### src/rtl/spi_pkg.sv
// Shared definitions for the SPI master transfer block.
// Contents:
//   spi_state_t  - transfer FSM state encoding (IDLE, SETUP, RUN, HOLD, DONE)
//   CPOL_BIT     - index of the clock-polarity bit within the 2-bit mode
//   CPHA_BIT     - index of the clock-phase bit within the 2-bit mode
//   edge_cnt_w() - width of an edge index able to hold 0..2N
package spi_pkg;

    typedef enum logic [2:0] {
        ST_IDLE  = 3'd0,
        ST_SETUP = 3'd1,
        ST_RUN   = 3'd2,
        ST_HOLD  = 3'd3,
        ST_DONE  = 3'd4
    } spi_state_t;

    localparam int unsigned CPOL_BIT = 1;
    localparam int unsigned CPHA_BIT = 0;

    function automatic int unsigned edge_cnt_w(input int unsigned data_w);
        return $clog2(2 * data_w + 1);
    endfunction

endpackage

### src/rtl/spi_half_tick.sv
// Half-period timer for the SPI master.
// Counts 0..CLK_DIV-1 while enabled and wraps; o_tick is high on the last
// cycle of each half-period. i_clear forces the count back to zero.
// Ports:
//   clk      in   system clock
//   reset    in   synchronous, active-high
//   i_en     in   count enable
//   i_clear  in   synchronous clear (priority over i_en)
//   o_tick   out  last cycle of the current half-period
module spi_half_tick #(
    parameter int unsigned CLK_DIV = 4
) (
    input  logic clk,
    input  logic reset,
    input  logic i_en,
    input  logic i_clear,
    output logic o_tick
);

    localparam int unsigned CNT_W = (CLK_DIV > 1) ? $clog2(CLK_DIV) : 1;
    localparam logic [CNT_W-1:0] CNT_LAST = CNT_W'(CLK_DIV - 1);

    logic [CNT_W-1:0] r_cnt;
    logic             w_at_last;

    assign w_at_last = (r_cnt == CNT_LAST);
    assign o_tick    = i_en && w_at_last;

    always_ff @(posedge clk) begin
        if (reset || i_clear) begin
            r_cnt <= '0;
        end else if (i_en) begin
            if (w_at_last) begin
                r_cnt <= '0;
            end else begin
                r_cnt <= r_cnt + CNT_W'(1);
            end
        end
    end

endmodule

### src/rtl/spi_master_xfer.sv
// SPI master: one DATA_W-bit, MSB-first, full-duplex transfer per accepted
// start, in any of SPI modes 0-3 (mode = {CPOL, CPHA}).
// Frame: SETUP (CLK_DIV cycles, cs low) -> RUN (2*DATA_W half-periods of
// CLK_DIV cycles) -> HOLD (CLK_DIV cycles) -> DONE (1 cycle, done pulse).
// All outputs are registered.
// Ports:
//   clk      in   system clock
//   reset    in   synchronous, active-high
//   mode     in   {CPOL, CPHA}; sampled on accept
//   start    in   transfer request, accepted only in IDLE
//   tx_data  in   word to send; sampled on accept
//   busy     out  high in every state except IDLE
//   done     out  one-cycle pulse at end of transfer
//   rx_data  out  last received word, updated with done
//   cs       out  chip select, active-low
//   sclk     out  serial clock
//   mosi     out  serial data out
//   miso     in   serial data in (already synchronised)
module spi_master_xfer
    import spi_pkg::*;
#(
    parameter int unsigned DATA_W  = 8,
    parameter int unsigned CLK_DIV = 4
) (
    input  logic              clk,
    input  logic              reset,
    input  logic [1:0]        mode,
    input  logic              start,
    input  logic [DATA_W-1:0] tx_data,
    output logic              busy,
    output logic              done,
    output logic [DATA_W-1:0] rx_data,
    output logic              cs,
    output logic              sclk,
    output logic              mosi,
    input  logic              miso
);

    localparam int unsigned KW = edge_cnt_w(DATA_W);
    localparam logic [KW-1:0] K_LAST = KW'(2 * DATA_W - 1);

    spi_state_t        r_state;
    spi_state_t        w_state_nxt;

    logic [KW-1:0]     r_k;
    logic [DATA_W-1:0] r_tx;
    logic [DATA_W-1:0] r_rx;
    logic              r_cpol;
    logic              r_cpha;

    logic [KW-1:0]     w_k_nxt;
    logic [KW-1:0]     w_k_enter;
    logic [DATA_W-1:0] w_tx_nxt;
    logic [DATA_W-1:0] w_rx_nxt;
    logic [DATA_W-1:0] w_rx_data_nxt;
    logic              w_cpol_nxt;
    logic              w_cpha_nxt;
    logic              w_cs_nxt;
    logic              w_sclk_nxt;
    logic              w_mosi_nxt;
    logic              w_done_nxt;
    logic              w_busy_nxt;
    logic              w_edge;
    logic              w_tick;
    logic              w_tick_en;
    logic              w_tick_clr;

    assign w_tick_en  = (r_state == ST_SETUP) || (r_state == ST_RUN) || (r_state == ST_HOLD);
    assign w_tick_clr = !w_tick_en;

    spi_half_tick #(
        .CLK_DIV (CLK_DIV)
    ) u_half_tick (
        .clk     (clk),
        .reset   (reset),
        .i_en    (w_tick_en),
        .i_clear (w_tick_clr),
        .o_tick  (w_tick)
    );

    // An sclk edge is produced at the tick that enters half-period k:
    // from SETUP into k=0, or from k to k+1 while k has not reached the end.
    assign w_edge    = w_tick && ((r_state == ST_SETUP) ||
                                  ((r_state == ST_RUN) && (r_k != K_LAST)));
    assign w_k_enter = (r_state == ST_SETUP) ? '0 : (r_k + KW'(1));

    always_ff @(posedge clk) begin
        if (reset) begin
            r_state <= ST_IDLE;
        end else begin
            r_state <= w_state_nxt;
        end
    end

    always_comb begin
        w_state_nxt   = r_state;
        w_k_nxt       = r_k;
        w_tx_nxt      = r_tx;
        w_rx_nxt      = r_rx;
        w_rx_data_nxt = rx_data;
        w_cpol_nxt    = r_cpol;
        w_cpha_nxt    = r_cpha;
        w_cs_nxt      = cs;
        w_sclk_nxt    = sclk;
        w_mosi_nxt    = mosi;
        w_done_nxt    = 1'b0;

        case (r_state)
            ST_IDLE: begin
                w_cs_nxt   = 1'b1;
                w_mosi_nxt = 1'b0;
                w_sclk_nxt = mode[CPOL_BIT];
                if (start) begin
                    w_state_nxt = ST_SETUP;
                    w_cpol_nxt  = mode[CPOL_BIT];
                    w_cpha_nxt  = mode[CPHA_BIT];
                    w_tx_nxt    = tx_data;
                    w_rx_nxt    = '0;
                    w_cs_nxt    = 1'b0;
                    w_mosi_nxt  = mode[CPHA_BIT] ? 1'b0 : tx_data[DATA_W-1];
                end
            end
            ST_SETUP: begin
                if (w_tick) begin
                    w_state_nxt = ST_RUN;
                end
            end
            ST_RUN: begin
                if (w_tick && (r_k == K_LAST)) begin
                    w_state_nxt = ST_HOLD;
                end
            end
            ST_HOLD: begin
                if (w_tick) begin
                    w_state_nxt   = ST_DONE;
                    w_cs_nxt      = 1'b1;
                    w_mosi_nxt    = 1'b0;
                    w_done_nxt    = 1'b1;
                    w_rx_data_nxt = r_rx;
                end
            end
            ST_DONE: begin
                w_state_nxt = ST_IDLE;
            end
            default: begin
                w_state_nxt = ST_IDLE;
            end
        endcase

        // Even k is a leading edge, odd k a trailing edge. The data action on
        // each edge depends only on its parity and CPHA.
        if (w_edge) begin
            w_k_nxt    = w_k_enter;
            w_sclk_nxt = r_cpol ^ ~w_k_enter[0];
            if (!w_k_enter[0]) begin
                if (r_cpha) begin
                    w_mosi_nxt = r_tx[DATA_W-1];
                    w_tx_nxt   = {r_tx[DATA_W-2:0], 1'b0};
                end else begin
                    w_rx_nxt   = {r_rx[DATA_W-2:0], miso};
                end
            end else begin
                if (r_cpha) begin
                    w_rx_nxt   = {r_rx[DATA_W-2:0], miso};
                end else if (w_k_enter != K_LAST) begin
                    // MSB is already on the line from SETUP, so the next bit
                    // to present sits one below the top of the shifter.
                    w_mosi_nxt = r_tx[DATA_W-2];
                    w_tx_nxt   = {r_tx[DATA_W-2:0], 1'b0};
                end
            end
        end

        w_busy_nxt = (w_state_nxt != ST_IDLE);
    end

    always_ff @(posedge clk) begin
        if (reset) begin
            r_k     <= '0;
            r_tx    <= '0;
            r_rx    <= '0;
            r_cpol  <= 1'b0;
            r_cpha  <= 1'b0;
            cs      <= 1'b1;
            sclk    <= 1'b0;
            mosi    <= 1'b0;
            busy    <= 1'b0;
            done    <= 1'b0;
            rx_data <= '0;
        end else begin
            r_k     <= w_k_nxt;
            r_tx    <= w_tx_nxt;
            r_rx    <= w_rx_nxt;
            r_cpol  <= w_cpol_nxt;
            r_cpha  <= w_cpha_nxt;
            cs      <= w_cs_nxt;
            sclk    <= w_sclk_nxt;
            mosi    <= w_mosi_nxt;
            busy    <= w_busy_nxt;
            done    <= w_done_nxt;
            rx_data <= w_rx_data_nxt;
        end
    end

endmodule

### config.mk
export PLATFORM = sky130hd
export DESIGN_NAME = spi_master_xfer
export DESIGN_NICKNAME = d
export VERILOG_FILES = /design/src/rtl/spi_pkg.sv /design/src/rtl/spi_half_tick.sv /design/src/rtl/spi_master_xfer.sv
export SDC_FILE = /design/constraint.sdc
export NUM_CORES = 1
export LEC_CHECK = 0
export BUFFER_PORTS_ARGS = -buffer_cell sky130_fd_sc_hd__buf_2
export CORE_MARGIN = 10
export CORE_UTILIZATION = 51
export DETAILED_ROUTE_END_ITERATION = 12
export PLACE_DENSITY = 0.73
export SKIP_CTS_REPAIR_TIMING = 1
export SLEW_MARGIN = 10
export SYNTH_ARGS = -nofsm -noshare
export SYNTH_HDL_FRONTEND = slang
export SYNTH_HIERARCHICAL = 1
export SYNTH_SLANG_ARGS = --single-unit
### constraint.sdc
create_clock -name clk -period 2.4 [get_ports clk]
set_input_delay 0.24 -clock clk [delete_from_list [all_inputs] [get_ports clk]]
set_output_delay 0.24 -clock clk [all_outputs]
set_load 0.01 [all_outputs]
# After elaboration in Yosys (flattened, before gate mapping)
# Index checks and enable logic that the tools add are counted.
dict set report op_classes {
  addsub 2
  reduce_logical 17
  muxes 35
  n_div 0
  order_cmp 0
  n_shift 0
  bitwise_logic 3
  eq_ne 8
  mul 0
}
# op n
set ops {}
lappend ops {{8-bit 2-to-1 mux} 13}
lappend ops {{1-bit 2-to-1 mux} 13}
lappend ops {{3-bit 2-to-1 mux} 4}
lappend ops {{3-bit one-hot mux with 4 select lines} 1}
lappend ops {{5-bit by 4-bit inequality test with 1-bit output, second input constant} 2}
lappend ops {{3-bit by 2-bit equality test with 1-bit output, second input constant} 2}
lappend ops {{2-bit AND reduction} 3}
lappend ops {{5-bit by 1-bit adder with 5-bit output, second input constant} 1}
lappend ops {{5-bit by 4-bit equality test with 1-bit output, second input constant} 1}
lappend ops {{5-bit 2-to-1 mux} 1}
lappend ops {{1-bit logical AND} 4}
lappend ops {{1-bit logical OR} 4}
lappend ops {{1-bit one-hot mux with 2 select lines} 2}
lappend ops {{2-bit nonzero test} 2}
lappend ops {{3-bit by 1-bit equality test with 1-bit output, second input constant} 1}
lappend ops {{3-bit logical NOT} 1}
lappend ops {{3-bit nonzero test} 1}
lappend ops {{2-bit by 1-bit adder with 2-bit output, second input constant} 1}
lappend ops {{2-bit equality test, second input constant} 1}
lappend ops {{2-bit 2-to-1 mux} 1}
lappend ops {{2-bit inequality test, second input constant} 1}
lappend ops {{1-bit inverter} 2}
lappend ops {{2-bit OR reduction} 1}
lappend ops {{1-bit logical NOT} 1}
lappend ops {{1-bit XOR} 1}
dict set report word_totals {
  inputBits 14
  ff_bits 41
  n_memories 0
  latchBits 0
  word_cells 78
  rom_bits 0
  mem_bits_rw 0
}

# Longest topological paths before layout
# Gate-level depths: netlist (run 1).
dict set report depth {
  ltp_word 10
  mapped_depth 9
}

# Modules after synthesis
# The synthesis (run 1) kept the hierarchy.
# module cells_each area_per_inst_um2 instances
set by_module_without_submodules {}
lappend by_module_without_submodules {spi_master_xfer 211 1904.3 1}
lappend by_module_without_submodules {spi_half_tick 9 101.3 1}

# Least setup slack after synthesis (run 1)
# No wires, ideal clock.
dict set report synth_timing {
  path_kind {flip-flop to flip-flop}
  start {register r_state[0]}
  end {register r_tx[1]}
  slack_ps 89
  stages_incl_launch_ff 10
  path_buffers 2
  arrival_time_ps 2190
  setup_time_ps 121
  path_cell_list {dfxtp_1 -> clkbuf_1 -> nor2_1 -> nor2_1 -> and2_1 -> nor2b_1 -> o21a_1 -> o221a_1 -> buf_6 -> mux2_4}
}
dict set report synth_between {
  elab_cells_between_ends 18
  classes_between {eq/ne (4); mux (7); reduce/logical (7)}
}
# item line
set synth_rtl {}
lappend synth_rtl {{from (decl)} spi_master_xfer.sv:42} ;# spi_state_t r_state;
lappend synth_rtl {{from (signal assigned)} spi_master_xfer.sv:91} ;# r_state <= w_state_nxt;
lappend synth_rtl {{3-bit by 1-bit equality test with 1-bit output or 3-bit by 2-bit equality test with 1-bit output (tied branches)} spi_master_xfer.sv:68} ;# assign w_tick_en = (r_state == ST_SETUP) || (r_state == ST_RUN) || (r_state == ST_HOLD);
lappend synth_rtl {{1-bit logical OR} spi_master_xfer.sv:68}
lappend synth_rtl {{1-bit logical OR *} spi_master_xfer.sv:68}
lappend synth_rtl {{named net w_tick_en} spi_master_xfer.sv:65} ;# logic w_tick_en;
lappend synth_rtl {{1-bit logical AND *} spi_half_tick.sv:27} ;# assign o_tick = i_en && w_at_last;
lappend synth_rtl {{named net w_tick} spi_master_xfer.sv:64} ;# logic w_tick;
lappend synth_rtl {{1-bit logical AND *} spi_master_xfer.sv:83} ;# assign w_edge = w_tick && ((r_state == ST_SETUP) ||
lappend synth_rtl {{8-bit 2-to-1 mux *} spi_master_xfer.sv:152} ;# if (w_edge) begin
lappend synth_rtl {{to (signal assigned)} spi_master_xfer.sv:192} ;# r_tx <= w_tx_nxt;
lappend synth_rtl {{to (decl)} spi_master_xfer.sv:46} ;# logic [DATA_W-1:0] r_tx;
# The timed path passes the listed nets; every way through them passes the cells marked *.
# A chain may end at the register's enable or synchronous reset.

# Worst setup path in the final report (run 1)
dict set report layout_timing {
  start {register r_k[1]}
  end {register r_tx[4]}
}
dict set report layout_between {
  elab_chain_len 7
  elab_cells_between_ends 11
  classes_between {add/sub (1); eq/ne (2); mux (5); reduce/logical (3)}
}
# item line
set layout_lines {}
lappend layout_lines {{from (decl)} spi_master_xfer.sv:45} ;# logic [KW-1:0] r_k;
lappend layout_lines {{from (signal assigned)} spi_master_xfer.sv:191} ;# r_k <= w_k_nxt;
lappend layout_lines {{5-bit by 1-bit adder with 5-bit output} spi_master_xfer.sv:85} ;# assign w_k_enter = (r_state == ST_SETUP) ? '0 : (r_k + KW'(1));
lappend layout_lines {{5-bit 2-to-1 mux} spi_master_xfer.sv:85}
lappend layout_lines {{5-bit by 4-bit inequality test with 1-bit output} spi_master_xfer.sv:165} ;# end else if (w_k_enter != K_LAST) begin
lappend layout_lines {{8-bit 2-to-1 mux} spi_master_xfer.sv:165}
lappend layout_lines {{8-bit 2-to-1 mux} spi_master_xfer.sv:163} ;# if (r_cpha) begin
lappend layout_lines {{8-bit 2-to-1 mux} spi_master_xfer.sv:155} ;# if (!w_k_enter[0]) begin
lappend layout_lines {{8-bit 2-to-1 mux *} spi_master_xfer.sv:152}
# Mark *: on every way between the ends. The rest lies on a longest branch, timed or not.

==> impl_metrics.toml, run 1 <==
[status]
status = "completed"

[floorplanning]
num_rows = 22
die_h_microns = 82.71
ios = 27
die-area_sq_mm = 0.006841
die_w_microns = 82.71
core_sq_mm = 0.003744
start_util_pct = 53.58

[clock_network]
ctsLongestPathBuffers = 2
clk_pin_slew_ns = 0.08
cts_tree = "built"
clock_latency_ns = 0.29
cts_max_level = 2
root_buffer = "clkbuf_8"
cts_buffers = 5
clock-sinks = 41

[synthesis]
synth-seq-cells = 41
synth_edf_count = 0
synth_top_family_by_area = "simple AND/OR/NAND/NOR gates"
synthCells = 220
synthXorXnorAreaFrac_pct = 0.8734
synth_ff_type = "dfxtp_1"
synth_mux_area_share_pct = 13.47
synth_compound_area_share_pct = 11.98
synthArstFlopShare_pct = 0
ys_types = 45
yosysSeqAreaShare_pct = 40.92
synthAdderAreaFrac_pct = 1.871
ys_warn_count = 6
synth_area_sq_mm = 0.002006
syn-mean-instance-area_sq_um = 9.117
yosys.area_share.simple_pct = 26.26
syn_nets = 237

[final_layout]
fin_nets = 265
drive_gt1_share_pct = 26.10
diodes = 0
utilization_pct = 62.17
syn_to_final_growth_pct = 16.03

[routing]
wl_per_cell_microns = 13.91
vias = 1604
drc = 0
drt_iter0_markers = 108
vias_per_cell = 5.401
drt_wl_total_microns = 4130
drt_pass1_iterations = 7
final_antenna_net_count = 0

[sta]
skew_ns = 0.001845
fin_crit_ns = 2.296
tns_ns = 0
worst_slew_pin_slew_ns = 0.7095
hold_viol = 0
relSlewSlack_pct = 52.70
period_share_pct = 95.65
grt_setup_unrepaired = "no"
hold_slack_ns = 0.2120
final_max_slew_viol_count = 0
max_freq_mhz = 435.6
timing.final.ws_setup_ns = 0.1045
finalSetupViolCount = 0

[worst_setup_path]
worstPathMaxFanout = 9
critPathMaxStageDelay_ns = 0.33
crit_arrival_ns = 2.48
crit_type = "reg -> reg"
r2r_start = "r_k[1]"
critPathRequiredTime_ns = 2.58
slowest_stage = "dfxtp_1"
crit_start = "r_k[1]"
cp-end-kind = "register"
path_cells = "ha_1 > and3_1 > ha_1 > and3_1 > a211oi_2 > o221a_1 > buf_12 > mux2_4"
crit_path_start_kind = "register"

[job]
maxCapViolations = 0

[place]
io_buffers = 26
hpwl_microns = 2981
dpl_worst_slack_ns = 0.1102
place_congestion = 0.8404

[global_route]
grt_max_degree = 45
grt_first_pass_wirelength_microns = 6989
overflow = 0
grt_pass1_vias = 1506
antenna_found_initial = 0
grt.total_usage_pct = 12.83

[power]
p_leak_nw = 0.9530
cellPowerDensity_mw_per_mm2 = 599.7
p_total_mw = 1.396
irDropWorstVdd_mv = 0.3208

[worst_hold_path]
min_from = "mode[1]"
hold_class = "in -> reg"
worst max-delay path, delay by kind of cell, from the launching register on:
| family | cells | cell delay, ns |
|---|---|---|
| buffers and inverters | 1 | 0.15 |
| adders and majority gates | 2 | 0.52 |
| and+or+nand+nor | 2 | 0.38 |
| DFF | 1 | 0.33 |
| muxes | 1 | 0.30 |
| AOI/OAI and AO/OA | 2 | 0.51 |
synthesized netlist by cell type (2+ instances only):
| cell type | count | share of area (%) |
|---|---|---|
| a211oi_2 | 2 | 1.2 |
| a21oi_1 | 15 | 3.7 |
| a31oi_1 | 2 | 0.62 |
| and3_1 | 4 | 1.2 |
| buf_2 | 2 | 0.50 |
| buf_4 | 2 | 0.75 |
| buf_6 | 2 | 1.1 |
| clkbuf_1 | 8 | 1.5 |
| dfxtp_1 | 41 | 41 |
| ha_1 | 3 | 1.9 |
| inv_1 | 3 | 0.56 |
| mux2_4 | 8 | 6.0 |
| mux2i_1 | 15 | 7.5 |
| nand2_1 | 28 | 5.2 |
| nand2b_1 | 8 | 2.5 |
| nand3_1 | 2 | 0.50 |
| nand3b_1 | 2 | 0.75 |
| nand4_1 | 2 | 0.62 |
| nor2_1 | 15 | 2.8 |
| nor2b_1 | 12 | 3.7 |
| nor3_1 | 10 | 2.5 |
| nor4_1 | 2 | 0.62 |
| o21ai_0 | 4 | 1.0 |
| o31ai_2 | 2 | 1.2 |
| or2_2 | 3 | 0.94 |
| or3_1 | 3 | 0.94 |
| xor2_1 | 2 | 0.87 |
final timing paths:
path | to | slack [ns] | cells past startpoint
worst max-delay path | r_tx[4] | 0.10 | 8
worst max register to register | r_tx[4] | 0.10 | 8
worst min-delay path | r_cpol | 0.21 | 3
worst min register to register | rx_data[2] | 0.45 | 2
cells in the final DEF (no fill, tap or decap), types with 9 or more instances in the layout:
cell     instances
buf_4            9
nand2_1         28
nor3_1          10
buf_2           26
nor2_1          15
dfxtp_1         41
mux2i_1         15
nor2b_1         12
a21oi_1         15
stage by stage:
| stage | std cells | instance area (sq um) |
|---|---|---|
| after floorplan | 220 | 2006 |
| after global placement | 289 | 2208 |
| after detailed placement | 289 | 2208 |
| after CTS | 297 | 2325 |
| after global routing | 297 | 2327 |
| final | 297 | 2327 |
routing by layer:
layer  up-vias  GRT usage [%]  wire length [microns]
met5         -              0                      0
met4         0          4.013                     65
met3         8          3.456                    164
met2        37          21.45                   1949
met1       743          15.64                   1950
li1        816              -                      -
report_power, final:
group	total, mW	leakage, nW	internal, mW	switching, mW
registers	0.705	0.333	0.696	0.00947
clock network	0.573	0.0585	0.339	0.233
logic	0.118	0.562	0.0555	0.0624
sequential cells by signal, summed over array words and instances (netlist names):
signal             cells
sclk                   1
busy                   1
r_tx                   8
cs                     1
u_half_tick/r_cnt      2
r_cpol                 1
rx_data                8
r_rx                   8
done                   1
r_cpha                 1
r_state                3
mosi                   1
r_k                    5
cell type report:
type	instances	area (sq um)
multi-input combinational	161	1101
fill	349	1416
inverter	3	11.26
clock inverter	1	30.03
timing repair buffer	36	217.7
sequential	41	820.8
clock buffer	7	86.33
tap	48	60.06
cell families after synthesis:
kind of cell,after synthesis
muxes,23
xor gates and xnor gates,2
buffers and inverters,18
and+or+nand+nor,99
adders and majority gates,3
AOI/OAI and AO/OA,34
DFF,41
(Power assumes the default switching activity.)
==> run 2: changes to the inputs <==
- BUFFER_PORTS_ARGS: -buffer_cell sky130_fd_sc_hd__buf_2 -> -buffer_cell sky130_fd_sc_hd__buf_4
- PLACE_DENSITY: 0.73 -> 0.75
- RECOVER_POWER: default -> 100
==> run 2 against run 1 <==
Worst hold slack lost 0.0038 ns. Global-route usage grew 0.30 points. Final area shrank 2.6%. Final cell count shrank 0.67%. Critical path depth is the same. Core utilization shrank 1.6 points. Combinational power is essentially flat. Clock skew grew 0.0038 ns. Sequential share of layout area grew 0.93 points. Total power shrank 12%. Routed wire length shrank 0.92%. Largest cell class unchanged. Largest power group unchanged.
==> impl_metrics.toml, run 2 (synthesis gave the netlist of run 1 again) <==
[global_route]
overflow = 0
grt.total_usage_pct = 13.13
grt_first_pass_wirelength_microns = 7079
antenna_found_initial = 0
grt_pass1_vias = 1527
grt_max_degree = 51

[final_layout]
fin_nets = 265
diodes = 0
final_cell_mix = "41 x dfxtp_1, 28 x nand2_1, 17 x buf_4, 17 x clkbuf_1"
drive_gt1_share_pct = 17.81
final_common_cell = "dfxtp_1"
top_regs = "r_rx x8, r_tx x8, rx_data x8"
syn_to_final_growth_pct = 13.04

[sta]
grt_setup_unrepaired = "no"
period_share_pct = 95.10
relSlewSlack_pct = 60.85
max_freq_mhz = 438.2
worst_slew_pin_slew_ns = 0.5846
hold_slack_ns = 0.2082
skew_ns = 0.005645
finalSetupViolCount = 0
tns_ns = 0
final_max_slew_viol_count = 0
fin_crit_ns = 2.282
hold_viol = 0

[floorplanning]
ios = 27
core_sq_mm = 0.003744
die-area_sq_mm = 0.006841
num_rows = 22
die_w_microns = 82.71
die_h_microns = 82.71
start_util_pct = 53.58

[routing]
final_antenna_net_count = 0
drt_pass1_iterations = 4
drt_wl_total_microns = 4092
wl_per_cell_microns = 13.87
vias = 1565
drt_iter0_markers = 86
drc = 0
vias_per_cell = 5.305

[worst_setup_path]
slowest_stage = "dfxtp_1"
cp-end-kind = "register"
worstPathMaxFanout = 9
critPathMaxStageDelay_ns = 0.32
crit_path_start_kind = "register"
crit_arrival_ns = 2.46
critPathRequiredTime_ns = 2.58
crit_type = "reg -> reg"
path_cells = "ha_1 > and3_1 > ha_1 > and3_1 > a211oi_2 > o221a_1 > buf_12 > mux2_4"

[worst_hold_path]
hold_class = "in -> reg"

[place]
place_congestion = 0.8358
io_buffers = 26
hpwl_microns = 2977

[clock_network]
cts_buffers = 5
cts_max_level = 2
clk_pin_slew_ns = 0.07
cts_tree = "built"
root_buffer = "clkbuf_8"
clock_latency_ns = 0.29
clock-sinks = 41
ctsLongestPathBuffers = 2

[job]
maxCapViolations = 0

[power]
p_leak_nw = 0.8769
cellPowerDensity_mw_per_mm2 = 543.9
irDropWorstVdd_mv = 0.3822

[status]
status = "completed"
==> run 2: per-stage QoR <==
step	util, %	setup slack (ns)	power, mW	std cells	area (sq um)
2_1_floorplan	-	0.08897	0.8012	220	2006
3_3_place_gp	60.73	0.1546	0.8430	289	2273
3_5_place_dp	60.73	0.09088	0.8457	289	2273
4_1_cts	62.70	0.07244	1.254	295	2347
5_1_grt	60.56	0.01926	1.292	295	2267
6_report	60.56	0.1177	1.233	295	2267
==> run 2: path summary, 6_finish.rpt <==
path	cells past startpoint	slack [ns]	start	to
setup / recovery	8	0.12	r_k[0]	r_tx[3]
hold / removal	3	0.21	mode[1]	r_cpol
setup reg to reg	8	0.12	r_k[0]	r_tx[3]
hold reg to reg	2	0.45	r_rx[2]	rx_data[2]
==> run 2: report_power, final <==
part | internal, mW | total, mW | leakage [nW] | switching, mW
logic | 0.0570 | 0.117 | 0.504 | 0.0604
clock network | 0.191 | 0.410 | 0.0399 | 0.219
registers | 0.696 | 0.705 | 0.333 | 0.00930
total | 0.944 | 1.23 | 0.877 | 0.289
==> run 2: final cells by class <==
class	count	area (sq um)
sequential	41	820.8
clock inverter	1	5.005
inverter	3	11.26
fill	356	1476
tap	48	60.06
timing repair buffer	36	216.5
multi-input combinational	161	1085
clock buffer	5	68.82
==> run 2: critical path: cells and delay by family (launching register included) <==
kind | cells | cell delay (ns)
simple gates | 2 | 0.40
fa+ha+maj | 2 | 0.53
flops | 1 | 0.32
compound gates | 2 | 0.48
mux | 1 | 0.30
buf+inv | 1 | 0.15
==> run 2: layer usage <==
| layer | up-vias | wire length, microns | GRT usage, % |
|---|---|---|---|
| met4 | 0 | 47 | 4.013 |
| met2 | 24 | 1979 | 21.37 |
| li1 | 808 | - | - |
| met1 | 729 | 1908 | 16.24 |
| met5 | - | 0 | 0 |
| met3 | 4 | 157 | 3.996 |
